**src/rtl/merger_lane_buffer_pkg.sv**
```systemverilog
// rtl/merger_lane_buffer_pkg.sv - shared defaults for the merger lane buffer
package merger_lane_buffer_pkg;

   localparam int DEF_RADIX      = 4;
   localparam int DEF_COORD_BITS = 8;
   localparam int DEF_LANE_DEPTH = 4;

   // Reserved all-ones coordinate shown on a lane with nothing to offer.
   function automatic logic [DEF_COORD_BITS-1:0] coord_sentinel();
      return '1;
   endfunction

endpackage

```
**src/rtl/merger_lane_buffer_lane_fifo.sv**
```systemverilog
// rtl/merger_lane_buffer_lane_fifo.sv - single-lane circular FIFO with flush
module merger_lane_buffer_lane_fifo #(
   parameter int WIDTH = 9,
   parameter int DEPTH = 4
) (
   input  logic             clock,
   input  logic             reset,
   input  logic             flush,
   input  logic             push,
   input  logic             pop,
   input  logic [WIDTH-1:0] din,
   output logic             full,
   output logic             empty,
   output logic [WIDTH-1:0] head
);

   localparam int AW = $clog2(DEPTH);
   localparam logic [AW:0] FULL_COUNT = DEPTH[AW:0];

   logic [WIDTH-1:0] mem [DEPTH];
   logic [AW-1:0]    wr_ptr;
   logic [AW-1:0]    rd_ptr;
   logic [AW:0]      count;

   always_ff @(posedge clock or negedge reset) begin
      if (!reset) begin
         wr_ptr <= '0;
         rd_ptr <= '0;
         count  <= '0;
      end else if (flush) begin
         wr_ptr <= '0;
         rd_ptr <= '0;
         count  <= '0;
      end else begin
         if (push) wr_ptr <= wr_ptr + 1'b1;
         if (pop)  rd_ptr <= rd_ptr + 1'b1;
         if (push && !pop)
            count <= count + 1'b1;
         else if (pop && !push)
            count <= count - 1'b1;
      end
   end

   // Storage is not reset; the top never exposes an entry unless the lane is non-empty.
   always_ff @(posedge clock) begin
      if (push && !flush)
         mem[wr_ptr] <= din;
   end

   assign full  = (count == FULL_COUNT);
   assign empty = (count == '0);
   assign head  = mem[rd_ptr];

endmodule

```
**src/rtl/merger_lane_buffer.sv**
```systemverilog
// rtl/merger_lane_buffer.sv - per-lane input buffering and merge gating ahead of the coordinate merger
module merger_lane_buffer
   import merger_lane_buffer_pkg::*;
#(
   parameter int MERGER_RADIX      = DEF_RADIX,
   parameter int MERGER_COORD_BITS = DEF_COORD_BITS,
   parameter int LANE_DEPTH        = DEF_LANE_DEPTH
) (
   input  logic                                   clock,
   input  logic                                   reset,
   input  logic                                   start,
   input  logic [MERGER_RADIX-1:0]                in_valid,
   input  logic [MERGER_RADIX*MERGER_COORD_BITS-1:0] in_coord,
   input  logic [MERGER_RADIX-1:0]                in_last,
   output logic [MERGER_RADIX-1:0]                in_ready,
   input  logic [MERGER_RADIX-1:0]                fetch_next,
   output logic [MERGER_RADIX*MERGER_COORD_BITS-1:0] coord_in,
   output logic [MERGER_RADIX-1:0]                lane_valid,
   output logic [MERGER_RADIX-1:0]                lane_done,
   output logic                                   merge_ok,
   output logic                                   all_done
);

   localparam int R  = MERGER_RADIX;
   localparam int CB = MERGER_COORD_BITS;
   localparam logic [CB-1:0] SENTINEL = '1;

   logic [R-1:0] done;
   logic [R-1:0] full;
   logic [R-1:0] empty;
   logic [R-1:0] push;
   logic [R-1:0] pop;
   logic [R-1:0] head_last;
   logic [CB:0]  head [R];

   assign in_ready   = ~full & ~done & {R{~start}};
   assign push       = in_valid & in_ready;
   assign lane_valid = ~empty & ~done;
   assign lane_done  = done;
   assign all_done   = &done;
   assign merge_ok   = (&(lane_valid | done)) & ~all_done;
   // Pops are only honoured while every lane can be compared, keeping merger output ordered.
   assign pop        = fetch_next & lane_valid & {R{merge_ok}};

   for (genvar i = 0; i < R; i++) begin : g_lane
      merger_lane_buffer_lane_fifo #(
         .WIDTH (CB + 1),
         .DEPTH (LANE_DEPTH)
      ) u_fifo (
         .clock (clock),
         .reset (reset),
         .flush (start),
         .push  (push[i]),
         .pop   (pop[i]),
         .din   ({in_last[i], in_coord[i*CB +: CB]}),
         .full  (full[i]),
         .empty (empty[i]),
         .head  (head[i])
      );

      assign head_last[i]         = head[i][CB];
      assign coord_in[i*CB +: CB] = lane_valid[i] ? head[i][CB-1:0] : SENTINEL;
   end

   always_ff @(posedge clock or negedge reset) begin
      if (!reset)
         done <= '0;
      else if (start)
         done <= '0;
      else
         done <= done | (pop & head_last);
   end

endmodule

```
**config.mk**
```make
export PLATFORM = sky130hd
export DESIGN_NAME = merger_lane_buffer
export DESIGN_NICKNAME = d
export VERILOG_FILES = /design/src/rtl/merger_lane_buffer_pkg.sv /design/src/rtl/merger_lane_buffer_lane_fifo.sv /design/src/rtl/merger_lane_buffer.sv
export SDC_FILE = /design/constraint.sdc
export NUM_CORES = 1
export LEC_CHECK = 0
export ABC_AREA = 1
export ABC_CLOCK_PERIOD_IN_PS = 3600
export CAP_MARGIN = 20
export CELL_PAD_IN_SITES_DETAIL_PLACEMENT = 0
export CELL_PAD_IN_SITES_GLOBAL_PLACEMENT = 2
export CORE_MARGIN = 10
export CORE_UTILIZATION = 40
export DETAILED_ROUTE_END_ITERATION = 10
export PLACE_DENSITY_LB_ADDON = 0.1
export SYNTH_ARGS = -nofsm -noshare
export SYNTH_HDL_FRONTEND = slang
export SYNTH_SLANG_ARGS = --single-unit
```
**constraint.sdc**
```tcl
create_clock -name clock -period 3.6 [get_ports clock]
set_clock_uncertainty 0.2 [all_clocks]
set_input_delay 0.72 -clock clock [delete_from_list [all_inputs] [get_ports clock]]
set_output_delay 0.72 -clock clock [all_outputs]
set_load 0.02 [all_outputs]
```
### After elaboration in Yosys (flattened, before gate mapping)

Memory sizes are Yosys's and may differ from the RTL's.
Cells that the tools add are included.

* output and inout bits: 46
* register bits: 32
* bits in writable memories: 144
* logic and storage cells: 132
* memories: 4

* add/subtract/negate cells: 16
* reductions and logical operators: 39
* multiplexer cells: 41
* eq/ne operators: 4
* bitwise logic cells: 15

Memory list
* g_lane[0].u_fifo.mem: words 4, width 9, rd ports 1, clocked after memory_dff 0, wr ports 1, line merger_lane_buffer_lane_fifo.sv:20 `logic [WIDTH-1:0] mem [DEPTH];`
* g_lane[1].u_fifo.mem: words 4, width 9, rd ports 1, clocked after memory_dff 0, wr ports 1, line merger_lane_buffer_lane_fifo.sv:20
* g_lane[2].u_fifo.mem: words 4, width 9, rd ports 1, clocked after memory_dff 0, wr ports 1, line merger_lane_buffer_lane_fifo.sv:20
* g_lane[3].u_fifo.mem: words 4, width 9, rd ports 1, clocked after memory_dff 0, wr ports 1, line merger_lane_buffer_lane_fifo.sv:20

Operators by type and width (number)
* $mux W3: 12
* $mux W2: 16
* $mux W8: 4
* $and A4 B4 Y4: 7
* $add A2 B1 Y2 const B: 8
* $reduce_bool A2 Y1: 8
* $add A3 B1 Y3 const B: 4
* $eq A3 B3 Y1 const B: 4
* $logic_and A1 B1 Y1: 12
* $logic_not A3 Y1: 4
* $not A4 Y4: 3
* $reduce_bool A3 Y1: 4
* $sub A3 B1 Y3 const B: 4
* $logic_not A1 Y1: 9
* $mux W1: 8
* $or A4 B4 Y4: 2
* $reduce_and A4 Y1: 2
* $mux W4: 1
* $not A1 Y1: 2
* $and A1 B1 Y1: 1

### Longest topological paths before layout

* depth after elaboration: 11
* mapped depth: 15

### By module

A second synthesis with hierarchy kept.

* cell total of the unflattened synthesis: 702
* area, all modules: 7912.6 um^2

Modules (own cells, without submodules)
* merger_lane_buffer_lane_fifo (g_lane[0].u_fifo ...): times used 3, cells each 151, sequential area each 1256.2 um^2, area an instance 1826.8 um^2
* merger_lane_buffer_lane_fifo (g_lane[3].u_fifo): times used 1, cells each 151, sequential area each 1256.2 um^2, area an instance 1830.5 um^2
* merger_lane_buffer: times used 1, cells each 98, sequential area each 100.1 um^2, area an instance 601.8 um^2

### Least setup slack after synthesis

OpenSTA, ideal clock, no wires.

* kind: register to output
* from: register g_lane[3].u_fifo.rd_ptr[0]
* to: output coord_in[29]
* data arrival time: 1.638 ns
* cell stages (with the launch flop): 5
* data required time: 2.680 ns
* path slack: 1.042 ns
* cell sequence: dfrtp_1 > buf_2 > clkbuf_1 > nor2_1 > o311ai_0

* word-level cells in the longest chain between the ends: 2

RTL lines
* start, declared: line merger_lane_buffer_lane_fifo.sv:22 `logic [AW-1:0] rd_ptr;`
* start signal, assigned: line merger_lane_buffer_lane_fifo.sv:36 `if (pop) rd_ptr <= rd_ptr + 1'b1;`
* $mem_v2 Z4 W9
* $mux W8: line merger_lane_buffer.sv:62 `assign coord_in[i*CB +: CB] = lane_valid[i] ? head[i][CB-1:0] : SENTINEL;`
* end, declared: line merger_lane_buffer.sv:17 `output logic [MERGER_RADIX*MERGER_COORD_BITS-1:0] coord_in,`

Every way passes these cells.

### Worst setup path after layout

* from: register done[1] (netlist: lane_done[1])
* to: output merge_ok

* word-level cells in the longest chain between the ends: 5
* elaborated cells on any way between the ends: 7

RTL lines
* start, declared: line merger_lane_buffer.sv:28 `logic [R-1:0] done;`
* start signal, assigned: line merger_lane_buffer.sv:71 `done <= done | (pop & head_last);`
* $not A4 Y4: line merger_lane_buffer.sv:38 `assign lane_valid = ~empty & ~done;`
* $and A4 B4 Y4: line merger_lane_buffer.sv:38
* $or A4 B4 Y4: line merger_lane_buffer.sv:41 `assign merge_ok = (&(lane_valid | done)) & ~all_done;`
* $reduce_and A4 Y1: line merger_lane_buffer.sv:41
* $and A1 B1 Y1 (*): line merger_lane_buffer.sv:41
* end, declared: line merger_lane_buffer.sv:20 `output logic merge_ok,`

Mark *: on every way between the ends. The rest lies on a longest branch, timed or not.

==> results.json <==
{
  "die_h_um": 160,
  "p_leak_uw": 0.00378,
  "core.rowCount": 51,
  "max-slew-margin-rel_pct": 43.8,
  "ant_nets": 0,
  "period_share_pct": 91.4,
  "dpl.cell_count": 1068,
  "initialDrtViolationCount": 242,
  "crit_required_ns": 2.68,
  "ys_ff_latch": 176,
  "fin_nets": 889,
  "coreArea_um2": 19300,
  "cts-buffers-inserted": 17,
  "worst-path-max-fanout": 9,
  "antenna_found_initial": 0,
  "hold_viol": 0,
  "ys_async_sr_fraction_pct": 18.2,
  "fin_cells": 1100,
  "grt_first_pass_wirelength_um": 28800,
  "yosysSeqAreaShare_pct": 65.7,
  "tightest_slew_ns": 0.843,
  "r2r_start": "lane_done[1]",
  "slowest_delay_ns": 0.67,
  "postCtsResizedCells": 0,
  "drc": 0,
  "yosys.area_share.simple_pct": 16.5,
  "cts_tree": "done",
  "cts_setup_buffers": 0,
  "r2r-end": "g_lane[1].u_fifo.count[2]",
  "synthMuxAreaShare_pct": 0,
  "synth_compound_area_share_pct": 8.27,
  "cp-end-kind": "primary output",
  "grt.total_usage_pct": 14.1,
  "grt_max_degree": 33,
  "io_buffer_count": 92,
  "synth_nets": 773,
  "grt_pass1_vias": 5493,
  "max_freq_mhz": 304,
  "ioPinCount": 93,
  "clk_pin_slew_ns": 0.07,
  "die_x_um": 160,
  "holdBufCountCts": 0,
  "synth_edf_count": 144,
  "drt_wl_total_um": 17600,
  "syn2layout_area_growth_pct": 24.8,
  "critPathKind": "reg -> out",
  "clock_sinks": 176,
  "setup_tns_ns": 0,
  "hold_path_class": "in -> async",
  "diodes": 0,
  "setup_violations": 0,
  "status": "complete, no violations",
  "vdd.ir_drop.worst_mv": 0.365,
  "min_period_ns": 3.29,
  "dieArea_um2": 25500,
  "syn-cell-area_um2": 7800,
  "synthXorXnorAreaFrac_pct": 0.449,
  "critPathLaunchType": "register",
  "cp_slowest_cell": "clkdlybuf4s50_1",
  "synth-adder-area-share_pct": 3.59,
  "yosys_warnings": 0,
  "routabilityCongestion": 0.762,
  "critical_path.top_delay_family": "buffers and inverters",
  "place_hpwl_um": 12000,
  "layout-drive-gt1-share_pct": 11.5,
  "rsz0062_at_grt": "no",
  "synth_cell_types": 28,
  "p_per_area_nw_per_um2": 693,
  "path_buf_inv": 3,
  "path_cells": "nand2_1, inv_1, nand2_2, nand2_4, nor2_8, nand2_1, inv_1, clkdlybuf4s50_1",
  "htreeDepth": 4,
  "synth_ff_type": "edfxtp_1",
  "dr.pass1.iters": 4,
  "vias": 5249,
  "routedWlPerCell_um": 16.0,
  "critPathArrivalTime_ns": 2.37,
  "grt_overflow_total": 0,
  "clockBufferDepth": 2,
  "cts_root_buffer": "clkbuf_16",
  "r2r.worst_path.cells": 15,
  "clk_latency_ns": 0.42,
  "drv_slew": 0,
  "viasPerCell": 4.77,
  "r2r_slack_ns": 1.14,
  "synth_top_family_by_area": "simple AND/OR/NAND/NOR gates",
  "initial_core_util_pct": 40.4,
  "synth_cells": 706,
  "syn-mean-instance-area_um2": 11.1,
  "drv_cap": 0
}
-- cell type report --
cell class | count | area [µm²]
Fill cell | 1742 | 9600
Sequential cell | 176 | 5120
Multi-Input combinational cell | 422 | 2250
Timing Repair Buffer | 123 | 1160
Clock buffer | 19 | 433
Tap cell | 265 | 332
Inverter | 82 | 308
Clock inverter | 13 | 129
-- worst reg2reg max path, stage by stage, from the launching register on --
cell,delay [ns]
dfrtp_1,0.45
nand2_1,0.10
inv_1,0.05
nand2_2,0.08
nand2_4,0.07
nor2_8,0.23
nand3_4,0.15
nand2_1,0.11
inv_1,0.05
fa_1,0.38
xnor2_1,0.19
inv_1,0.07
nand2_1,0.07
nand2_1,0.05
nand2_1,0.06
nand2_1,0.05
-- cell usage in the layout, fill, tap and decap left out --
cell	Yosys	final
nor2_2	8	8
nand2_1	78	78
nand3_4	4	4
fa_1	4	4
buf_12	0	1
inv_6	0	5
or2_2	3	3
o21ai_0	53	53
inv_2	5	5
nor2_8	1	1
buf_2	13	1
nand2_2	8	8
edfxtp_1	144	144
nor3_1	4	4
bufinv_16	0	1
buf_4	0	30
nand4_1	4	4
clkdlybuf4s50_1	0	91
o21ai_1	7	7
dfrtp_1	32	32
nor2_4	1	1
nor2_1	167	167
clkbuf_16	0	17
nand2_4	2	2
nand3_1	12	12
a21oi_1	8	8
clkbuf_1	12	2
nand3_2	2	2
ha_1	16	16
o22ai_1	4	4
o311ai_0	32	32
clkinv_2	0	1
xnor2_1	4	4
clkinvlp_4	0	2
clkinv_4	0	4
inv_1	77	77
-- state kept, by name, summed over array words and instances, names as in the netlist --
signal	flops
g_lane.u_fifo.wr_ptr	8
lane_done	4
g_lane.u_fifo.rd_ptr	8
g_lane.u_fifo.count	12
g_lane.u_fifo.mem	144
-- stage by stage --
stage	area, µm²	power, µW	utilization, %	setup slack [ns]	hold slack, ns
after floorplan	7800	4030	-	1.04	0.224
after global placement	9170	5040	47.4	0.429	0.275
after detailed placement	9170	5080	47.4	0.451	0.292
after CTS	9740	6850	50.4	0.257	0.219
after global routing	9740	7190	50.4	0.0771	0.252
final	9740	6750	50.4	0.309	0.208
-- per-layer routing --
metal / vias up / track usage, % / share of wire [%]
met3: 11 / 3.42 / 4.0
met1: 2528 / 17.1 / 44
li1: 2624 / - / -
met5: - / 0 / 0
met2: 86 / 24.4 / 51
met4: 0 / 4.17 / 1.1
-- where the power goes --
group	leakage [µW]	switching (µW)	internal (µW)
registers	0.00173	128	2430
clock network	0.000269	788	967
logic	0.00178	1490	944
-- synthesized netlist by cell type (all sizes together) (8+ instances only) --
master	n	area, µm²
o21ai	60	300
a21oi	8	40.0
nand2	88	365
buf	14	76.3
o311ai	32	280
edfxtp	144	4320
nand3	18	150
inv	82	308
clkbuf	12	45.0
ha	16	200
nor2	177	708
dfrtp	32	801
-- cells by family (layout without fill, tap and decap cells) --
| logic type | Yosys count | in the layout |
|---|---|---|
| AO/OA/AOI/OAI | 104 | 104 |
| XOR/XNOR | 4 | 4 |
| adder cells (fa/ha/maj) | 20 | 20 |
| buffers and inverters | 108 | 237 |
| flip-flops | 176 | 176 |
| AND/OR/NAND/NOR | 294 | 294 |
-- how the worst max path moves through the flow --
stage                               startpoint           end  slack [ns]  cells past startpoint
floorplan           g_lane[3].u_fifo.rd_ptr[0]  coord_in[29]        1.04                      4
global placement                         start   in_ready[3]        0.43                      6
detailed placement                       start   in_ready[3]        0.45                      6
CTS                               lane_done[2]      merge_ok        0.26                      7
global route        g_lane[0].u_fifo.rd_ptr[1]   coord_in[1]        0.08                      5
finish                            lane_done[1]      merge_ok        0.31                      8
(Power assumes the default switching activity.)
